===== config.mk =====
export PLATFORM = sky130hd
export DESIGN_NAME = rdma_descriptor_arbiter
export DESIGN_NICKNAME = d
export VERILOG_FILES = /design/src/rtl/rdma_descriptor_arbiter.sv
export SDC_FILE = /design/constraint.sdc
export NUM_CORES = 1
export LEC_CHECK = 0
export BUFFER_PORTS_ARGS = -buffer_cell sky130_fd_sc_hd__buf_2
export CAP_MARGIN = 40
export CORE_AREA = 10 10 211 213
export CTS_CLUSTER_SIZE = 40
export DETAILED_ROUTE_END_ITERATION = 10
export DIE_AREA = 0 0 221 223
export GPL_TIMING_DRIVEN = 0
export MAX_ROUTING_LAYER = met4
export SYNTH_ARGS = -nofsm -noshare
export SYNTH_HDL_FRONTEND = slang
export SYNTH_SLANG_ARGS = --single-unit

===== constraint.sdc =====
create_clock -name clk -period 3.7 [get_ports clk]
set_input_delay 0.925 -clock clk [delete_from_list [all_inputs] [get_ports clk]]
set_output_delay 0.925 -clock clk [all_outputs]
set_load 0.01 [all_outputs]

===== src/rtl/rdma_descriptor_arbiter.sv =====
// Round-robin arbiter that serializes one {src, dst, len} descriptor at a time
// onto the RDMA metadata AXI-stream, MSB-first, with a credit limit on in-flight descriptors.
module rdma_descriptor_arbiter #(
    parameter int NUM_REQ          = 4,
    parameter int AXI_FRAME_SIZE   = 32,
    parameter int SRC_ADDRESS_SIZE = 48,
    parameter int DST_ADDRESS_SIZE = 48,
    parameter int MEM_LENGTH       = 32,
    parameter int MAX_OUTSTANDING  = 2
) (
    input  logic                                   clk,
    input  logic                                   rst_n,
    input  logic [NUM_REQ-1:0]                     req_valid,
    output logic [NUM_REQ-1:0]                     req_ready,
    input  logic [NUM_REQ*SRC_ADDRESS_SIZE-1:0]    req_src,
    input  logic [NUM_REQ*DST_ADDRESS_SIZE-1:0]    req_dst,
    input  logic [NUM_REQ*MEM_LENGTH-1:0]          req_len,
    output logic                                   m_axis_tvalid,
    input  logic                                   m_axis_tready,
    output logic [AXI_FRAME_SIZE-1:0]              m_axis_tdata,
    output logic                                   m_axis_tlast,
    output logic [$clog2(NUM_REQ)-1:0]             m_axis_tuser,
    input  logic                                   meta_done,
    output logic [3:0]                             outstanding,
    output logic                                   busy
);

    localparam int IW        = $clog2(NUM_REQ);
    localparam int BW        = 8;
    localparam int SRC_BEATS = (SRC_ADDRESS_SIZE + AXI_FRAME_SIZE - 1) / AXI_FRAME_SIZE;
    localparam int DST_BEATS = (DST_ADDRESS_SIZE + AXI_FRAME_SIZE - 1) / AXI_FRAME_SIZE;
    localparam int LEN_BEATS = (MEM_LENGTH + AXI_FRAME_SIZE - 1) / AXI_FRAME_SIZE;
    localparam int MW0       = (SRC_ADDRESS_SIZE > DST_ADDRESS_SIZE) ? SRC_ADDRESS_SIZE : DST_ADDRESS_SIZE;
    localparam int MW1       = (MW0 > MEM_LENGTH) ? MW0 : MEM_LENGTH;
    localparam int FW        = (MW1 > AXI_FRAME_SIZE) ? MW1 : AXI_FRAME_SIZE;

    typedef enum logic [1:0] {IDLE, SEND_SRC, SEND_DST, SEND_LEN} state_e;

    state_e                      state_q;
    logic [IW-1:0]               rr_ptr_q;
    logic [IW-1:0]               gnt_q;
    logic [BW-1:0]               beat_q;
    logic [SRC_ADDRESS_SIZE-1:0] src_q;
    logic [DST_ADDRESS_SIZE-1:0] dst_q;
    logic [MEM_LENGTH-1:0]       len_q;
    logic [3:0]                  outstanding_q;
    logic [3:0]                  outstanding_d;

    logic [IW-1:0] gnt_idx;
    logic [IW-1:0] next_ptr;
    logic          gnt_found;
    logic          grant;
    logic          beat_accept;
    logic          field_last;
    logic          credit_inc;
    logic          credit_dec;

    // Chunk 'beat' of a right-aligned field: MSB-first, final partial chunk right-justified.
    function automatic logic [AXI_FRAME_SIZE-1:0] chunk_f(input logic [FW-1:0] field,
                                                          input int width, input int beat);
        int            rem;
        logic [FW-1:0] sel;
        rem = width - beat * AXI_FRAME_SIZE;
        if (rem >= AXI_FRAME_SIZE)
            sel = field >> (rem - AXI_FRAME_SIZE);
        else if (rem > 0)
            sel = field & ({FW{1'b1}} >> (FW - rem));
        else
            sel = '0;
        return sel[AXI_FRAME_SIZE-1:0];
    endfunction

    always_comb begin
        logic [IW-1:0] idx;
        // NOTE: every combinational output gets a default first so no path infers a latch.
        gnt_found = 1'b0;
        gnt_idx   = '0;
        idx       = '0;
        for (int i = 0; i < NUM_REQ; i++) begin
            idx = IW'((int'(rr_ptr_q) + i) % NUM_REQ);
            if (!gnt_found && req_valid[idx]) begin
                gnt_found = 1'b1;
                gnt_idx   = idx;
            end
        end
        next_ptr = IW'((int'(gnt_idx) + 1) % NUM_REQ);
        // Gated by rst_n so req_ready is also forced low while reset is held.
        grant     = rst_n && (state_q == IDLE) && gnt_found &&
                    (outstanding_q < 4'(MAX_OUTSTANDING));
        req_ready = grant ? (NUM_REQ'(1) << gnt_idx) : '0;
    end

    always_comb begin
        field_last   = 1'b0;
        m_axis_tdata = '0;
        case (state_q)
            SEND_SRC: begin
                field_last   = (beat_q == BW'(SRC_BEATS - 1));
                m_axis_tdata = chunk_f(FW'(src_q), SRC_ADDRESS_SIZE, int'(beat_q));
            end
            SEND_DST: begin
                field_last   = (beat_q == BW'(DST_BEATS - 1));
                m_axis_tdata = chunk_f(FW'(dst_q), DST_ADDRESS_SIZE, int'(beat_q));
            end
            SEND_LEN: begin
                field_last   = (beat_q == BW'(LEN_BEATS - 1));
                m_axis_tdata = chunk_f(FW'(len_q), MEM_LENGTH, int'(beat_q));
            end
            default: ;
        endcase
    end

    assign m_axis_tvalid = (state_q != IDLE);
    assign m_axis_tlast  = (state_q == SEND_LEN) && field_last;
    assign m_axis_tuser  = gnt_q;
    assign busy          = (state_q != IDLE);
    assign outstanding   = outstanding_q;
    assign beat_accept   = m_axis_tvalid && m_axis_tready;

    // A meta_done with nothing in flight is dropped; inc and dec together cancel.
    always_comb begin
        credit_inc    = beat_accept && m_axis_tlast;
        credit_dec    = meta_done && (outstanding_q != 4'd0);
        outstanding_d = outstanding_q;
        if (credit_inc && !credit_dec)
            outstanding_d = outstanding_q + 4'd1;
        else if (credit_dec && !credit_inc)
            outstanding_d = outstanding_q - 4'd1;
    end

    // NOTE: holding registers are reset too, so tdata/tuser read 0 while reset is asserted.
    always_ff @(posedge clk or negedge rst_n) begin
        if (!rst_n) begin
            state_q       <= IDLE;
            rr_ptr_q      <= '0;
            gnt_q         <= '0;
            beat_q        <= '0;
            src_q         <= '0;
            dst_q         <= '0;
            len_q         <= '0;
            outstanding_q <= '0;
        end else begin
            // NOTE: non-blocking assignments so every register samples pre-edge values.
            outstanding_q <= outstanding_d;
            case (state_q)
                IDLE: begin
                    if (grant) begin
                        src_q    <= req_src[gnt_idx*SRC_ADDRESS_SIZE +: SRC_ADDRESS_SIZE];
                        dst_q    <= req_dst[gnt_idx*DST_ADDRESS_SIZE +: DST_ADDRESS_SIZE];
                        len_q    <= req_len[gnt_idx*MEM_LENGTH +: MEM_LENGTH];
                        gnt_q    <= gnt_idx;
                        rr_ptr_q <= next_ptr;
                        beat_q   <= '0;
                        state_q  <= SEND_SRC;
                    end
                end
                SEND_SRC: begin
                    if (beat_accept) begin
                        if (field_last) begin
                            beat_q  <= '0;
                            state_q <= SEND_DST;
                        end else begin
                            beat_q <= beat_q + BW'(1);
                        end
                    end
                end
                SEND_DST: begin
                    if (beat_accept) begin
                        if (field_last) begin
                            beat_q  <= '0;
                            state_q <= SEND_LEN;
                        end else begin
                            beat_q <= beat_q + BW'(1);
                        end
                    end
                end
                SEND_LEN: begin
                    if (beat_accept) begin
                        if (field_last) begin
                            beat_q  <= '0;
                            state_q <= IDLE;
                        end else begin
                            beat_q <= beat_q + BW'(1);
                        end
                    end
                end
                default: state_q <= IDLE;
            endcase
        end
    end

endmodule


==> results.toml, run 1 <==
[status]
status = "finished, violations left"
failed_checks = "negative setup slack"

[die]
rows = 74
design.die.area_sq_um = 49300
floorplan.io_pins = 565
floorplan.initialDensity_pct = 25.0
die_x_um = 221
core_area_sq_um = 40400
die_height_um = 223

[worst_setup_path]
worst-path-max-fanout = 5
crit_path_start = "beat_q[0]"
worst_r2r_startpoint = "rr_ptr_q[1]"
cp.arrival_ps = 3060
critical_path.endpoint_type = "output port"
cp_data_required_time_ps = 2770
timing_worst_setup_path_type = "reg -> out"
crit_path_start_kind = "register"

[detailed_routing]
num_vias = 11073
routed_length_per_placed_instance_um = 27.5
post_drt_via_cell_ratio = 5.13
drt-pass1-iter-count = 5
dr_wl_met2_mm = 30.1
routed_wl_mm = 59.3
ant_nets = 0
drt_iter0_markers = 633
highest-signal-layer = "met4"
route.layer.met1.wl_mm = 25.6
remaining_drc_errors = 0
wl_met3_mm = 2.78

[pwr]
power_frac_seq_pct = 29.6
power-per-cell-area_nw_per_um2 = 681
power.share.combinational_pct = 53.3
worst_ir_drop_vdd_uv = 328
netSwitchingPower_mw = 4.54
p_int_mw = 5.45
clock_power_share_pct = 17.1
switching_part_of_the_total_power_pct = 45.5
total_leakage_power_nw = 7.65

[synthesis]
avgSynthCellArea_sq_um = 10.0
ys_async_sr_fraction_pct = 100
yosys_warnings = 0
synth_cells = 1010
netlist_area_sq_um = 10100
netlist.top_cell.by_area = "dfrtp_1"
synth_top_area_share_pct = 36.2
most_instantiated_flip_flop_cell_in_the_synthesis_netlist = "dfrtp_1"
syn_nets = 1549
synthDistinctLibCells = 53
ys_seq_elements = 146
yosys-top-cells-area = "dfrtp_1, mux2i_1, o221ai_1, nand2_1, a22o_1"
yosysSeqAreaShare_pct = 36.2
synth-edff-count = 0

[job]
max-cap-violations = 0

[global_route]
grt_max_degree = 78
grt_overflow_total = 0
grt_pass1_wl_mm = 84.4
first_global_vias = 12465
groute.usage.overall_pct = 23.7
antenna_violations_before_repair = 5

[timing]
grt_setup_unrepaired = "true"
timing.final.setup_violations = 32
max_freq_ghz = 0.251
finalWorstPathRequiredPeriod_ps = 3980
worst_pin_slew_ps = 785
final-max-slew-violation-count = 0
skew_ps = 12.9
layout_worst_path_cycle_share_pct = 108
postLayoutSetupSlackWorst_ps = -283
maxSlewHeadroom_pct = 47.7
fin_hold_ws_ps = 354
hold_viol = 0

[placed_design]
hpwlAfterDp_mm = 49.9
post-place-cells = 2110
buffer_ports.inserted = 564
gpl.final_weighted_congestion = 0.940
placed_area_sq_um = 13700

[cts]
cts_max_level = 4
cts_root_buffer = "clkbuf_16"
clkSlewWorstSetupHoldPaths_ps = 70
cts-buffers-inserted = 17
cts.hold.buffers_added = 0
cts_tree = "done"
tritoncts_num_sinks = 146
clk_lat_worst_skew_ps = 460
number_of_buffers_on_the_longest_clock_path = 2

[cells_and_area]
final_cell_mix = "buf_2, mux2i_1, nand2_1"
post_layout_inst_area_sq_um = 14700
finish.utilization_pct = 36.3
final_net_count = 2149
areaGrowthSynthToFinish_pct = 45.2
drive_gt1_share_pct = 43.9
finish.cell_count_without_fillers = 2158
final_common_cell = "buf_2"

[hold_path]
hp-class = "in -> async"
Yosys cell counts, drive strengths merged (3+ instances only):
| library cell | instances |
|---|---|
| a31oi | 3 |
| a22oi | 18 |
| buf | 58 |
| or4 | 3 |
| a21oi | 12 |
| and2 | 5 |
| inv | 13 |
| a22o | 32 |
| a222oi | 14 |
| mux2i | 257 |
| o21ai | 12 |
| xor2 | 3 |
| nor2 | 39 |
| xnor2 | 3 |
| nand2 | 153 |
| clkbuf | 37 |
| nor3 | 5 |
| dfrtp | 146 |
| ha | 18 |
| o221ai | 128 |
| a21o | 3 |
| a221o | 15 |
| nand3 | 4 |
per-layer routing:
metal / GRT usage, % / up-vias
li1: - / 5114
met2: 40.7 / 476
met5: - / -
met4: 5.39 / 0
met3: 3.69 / 34
met1: 28.7 / 5449
power by group through the flow:
stage,registers [mW],logic [mW],clock network [mW]
2_1_floorplan,2.67,3.14,0
3_3_place_gp,2.95,4.98,0
3_5_place_dp,2.96,5.04,0
4_1_cts,2.95,5.28,1.74
5_1_grt,3.02,5.73,1.80
6_report,2.95,5.33,1.71
registers in the layout, summed over array words and instances, names as in the netlist:
signal and flops:
m_axis_tuser 2, rr_ptr_q 2, dst_q 48, outstanding 4, src_q 48, beat_q 8
len_q 32, state_q 2
stage by stage:
stage | setup TNS, ps | power, mW | worst slack [ps]
CTS | -4910 | 9.97 | -223
floorplan | 0 | 5.81 | 251
global placement | -466300 | 7.93 | -2970
global route | -6820 | 10.6 | -312
finish | -4950 | 9.99 | -283
detailed placement | -24350 | 8.00 | -347
worst paths after layout:
check / end / slack [ps] / cells past startpoint
worst max register to register: src_q[2] / 270 / 8
min in group clk: m_axis_tuser[0] / 480 / 1
worst min-delay path: len_q[25] / 350 / 1
max in group asynchronous: dst_q[23] / 2610 / 2
worst min register to register: m_axis_tuser[0] / 480 / 1
worst max-delay path: m_axis_tdata[23] / -280 / 9
critical path: stages (launching register included):
cell      delay, ps
dfrtp_1         410
buf_6           130
ha_4            150
or4_4           480
or3_4           370
buf_6           130
a211oi_4        360
buf_6           190
a221o_1         240
buf_6           140
final cells by class:
class / instances / area [sq um]
fillers: 4215 / 25700
flip-flops and latches: 146 / 3660
well taps: 532 / 666
repair buffers: 586 / 3230
plain buffers: 90 / 445
clock inverters: 12 / 109
clock buffers: 20 / 447
inverters: 13 / 53.8
multi-input cells: 756 / 6060
diodes: 3 / 7.51
cells by family after synthesis:
group,Yosys count,synth area share (%)
compound gates,249,21.0
xor+xnor,6,0.520
fa+ha+maj,19,2.43
buf+inv,108,4.84
flops,146,36.2
mux,259,25.7
simple gates,223,9.36
repair_timing:
action | 4_1_cts | 5_1_grt
gates cloned | 2 | 0
setup buffers | 10 | 6
pin swaps | 32 | 12
setup endpoints to repair | 36 | 36
gates resized for setup | 84 | 23
(Power assumes the default switching activity.)
==> run 2: changes to the inputs <==
--- a/config.mk
+++ b/config.mk
@@ -7,12 +7,15 @@
 export LEC_CHECK = 0
 export BUFFER_PORTS_ARGS = -buffer_cell sky130_fd_sc_hd__buf_2
 export CAP_MARGIN = 40
-export CORE_AREA = 10 10 211 213
+export CELL_PAD_IN_SITES_DETAIL_PLACEMENT = 1
+export CELL_PAD_IN_SITES_GLOBAL_PLACEMENT = 1
+export CORE_AREA = 10 10 214 216
 export CTS_CLUSTER_SIZE = 40
 export DETAILED_ROUTE_END_ITERATION = 10
-export DIE_AREA = 0 0 221 223
+export DIE_AREA = 0 0 224 226
 export GPL_TIMING_DRIVEN = 0
 export MAX_ROUTING_LAYER = met4
+export PLACE_DENSITY_LB_ADDON = 0.1
 export SYNTH_ARGS = -nofsm -noshare
 export SYNTH_HDL_FRONTEND = slang
 export SYNTH_SLANG_ARGS = --single-unit
==> results.toml, run 2 (synthesis gave the netlist of run 1 again) <==
[worst_setup_path]
cp_data_required_time_ps = 2770
worst-r2r-cell-count = 14
worst-path-max-fanout = 10
worst_r2r_startpoint = "state_q[0]"
critPathCapture = "m_axis_tdata[5]"
timing_worst_setup_path_type = "reg -> out"
timing.rr.end = "outstanding[3]"
rrSetupSlack_ps = 550
crit_path_start_kind = "register"
crit_path_start = "beat_q[0]"
cp.arrival_ps = 3010
critical_path.endpoint_type = "output port"

[timing]
layout_worst_path_cycle_share_pct = 106
final-max-slew-violation-count = 0
skew_ps = 10.7
timing.final.setup_violations = 32
hold_viol = 0
maxSlewHeadroom_pct = 51.7
max_freq_ghz = 0.254
grt_setup_unrepaired = "true"
setup_tns_ps = -5080
postLayoutSetupSlackWorst_ps = -237
finalWorstPathRequiredPeriod_ps = 3940
worst_pin_slew_ps = 724

[detailed_routing]
remaining_drc_errors = 0
ant_nets = 0
drt-pass1-iter-count = 5
post_drt_via_cell_ratio = 5.07
drt_iter0_markers = 684
routed_wl_mm = 60.7
routed_length_per_placed_instance_um = 28.0
num_vias = 10977

[die]
rows = 75
die_x_um = 224
floorplan.initialDensity_pct = 24.3
floorplan.io_pins = 565
die_height_um = 226
design.die.area_sq_um = 50600
core_area_sq_um = 41600

[placed_design]
buffer_ports.inserted = 564
post-place-cells = 2119
hpwlAfterDp_mm = 51.4
gpl.final_weighted_congestion = 0.857
post_placement_worst_setup_slack_ps = -309

[pwr]
power-per-cell-area_nw_per_um2 = 682
power_mw = 10.0
worst_ir_drop_vdd_uv = 253
total_leakage_power_nw = 7.65

[cells_and_area]
drive_gt1_share_pct = 44.5
final_common_cell = "buf_2"
finish.cell_count_without_fillers = 2164
final_net_count = 2150
areaGrowthSynthToFinish_pct = 45.9
reg_top3 = "dst_q (48), src_q (48), len_q (32)"
final_cell_mix = "buf_2, mux2i_1, nand2_1"

[status]
status = "finished, violations left"
failed_checks = "negative setup slack"

[cts]
clkSlewWorstSetupHoldPaths_ps = 70
cts_root_buffer = "clkbuf_16"
cts-buffers-inserted = 17
cts_tree = "done"
number_of_buffers_on_the_longest_clock_path = 2
clk_lat_worst_skew_ps = 460
cts.hold.buffers_added = 0
cts_max_level = 4
tritoncts_num_sinks = 146

[global_route]
antenna_violations_before_repair = 1
groute.usage.overall_pct = 23.8
grt_pass1_wl_mm = 86.2
grt_max_degree = 53
grt_overflow_total = 0
first_global_vias = 12443

[hold_path]
hp-class = "in -> async"

[job]
max-cap-violations = 0
[run 2: cell types whose count changed in the layout (fill, tap and decap cells not counted), moves of 2 or more]
cell      before  now
nor2_4         1    8
nor2_1        31   26
buf_4         27   31
clkbuf_1      27   23
clkinv_2       4    0
buf_2        584  582
diode_2        3    1
inv_2          2    4
inv_4          2    0
inv_6          2    4
inv_8          0    2
nand2_2        0    2
nand2_4        3    1
nor2_2         7    5
[run 2: area by class of cell]
class,count,area [sq um]
inverters,13,48.8
plain buffers,90,459
well taps,539,674
diodes,1,2.50
clock buffers,18,439
flip-flops and latches,146,3660
clock inverters,14,145
fillers,4916,26800
repair buffers,587,3220
multi-input cells,756,6090
[run 2: worst min-delay path by stage]
stage,startpoint,cells after the start,endpoint,slack [ps]
after global placement,m_axis_tuser[1],2,m_axis_tuser[1],460
final,rst_n,1,outstanding[0],350
after floorplan,len_q[16],2,len_q[16],450
after detailed placement,m_axis_tuser[0],1,m_axis_tuser[0],470
after CTS,rst_n,1,outstanding[0],360
after global routing,rst_n,1,outstanding[0],370
[run 2: through the flow]
stage	instance area [sq um]	hold WS (ps)	util (%)
floorplan	10100	455	-
global placement	13600	460	32.7
detailed placement	13700	470	33.0
CTS	14600	365	35.1
global route	14700	374	35.5
finish	14700	350	35.5
[run 2: repair_timing]
action,4_1_cts,5_1_grt
gates cloned,2,0
gates resized for setup,74,36
buffers inserted,7,8
setup endpoints to repair,36,32
pin swaps,29,21
[run 2: metal layers]
| metal | vias to the layer above | track usage, % | routed length (um) |
|---|---|---|---|
| li1 | 5129 | - | - |
| met1 | 5487 | 28.2 | 26000 |
| met2 | 337 | 42.2 | 31900 |
| met3 | 24 | 3.96 | 2290 |
| met4 | 0 | 3.66 | 471 |
| met5 | - | - | 0 |
[run 2: worst max-delay path, cell delays in order, from the launching register on]
cell,delay [ps]
dfrtp_1,410
buf_6,140
ha_4,150
or4_4,480
or3_4,360
buf_4,150
buf_6,110
a211oi_4,210
buf_6,190
a221o_1,230
buf_6,140
[run 2: where the power goes]
part           leakage, nW  internal [mW]  switching [mW]
sequential            1.83           2.32           0.639
clock                0.278          0.963           0.820
combinational         5.54           2.19            3.12
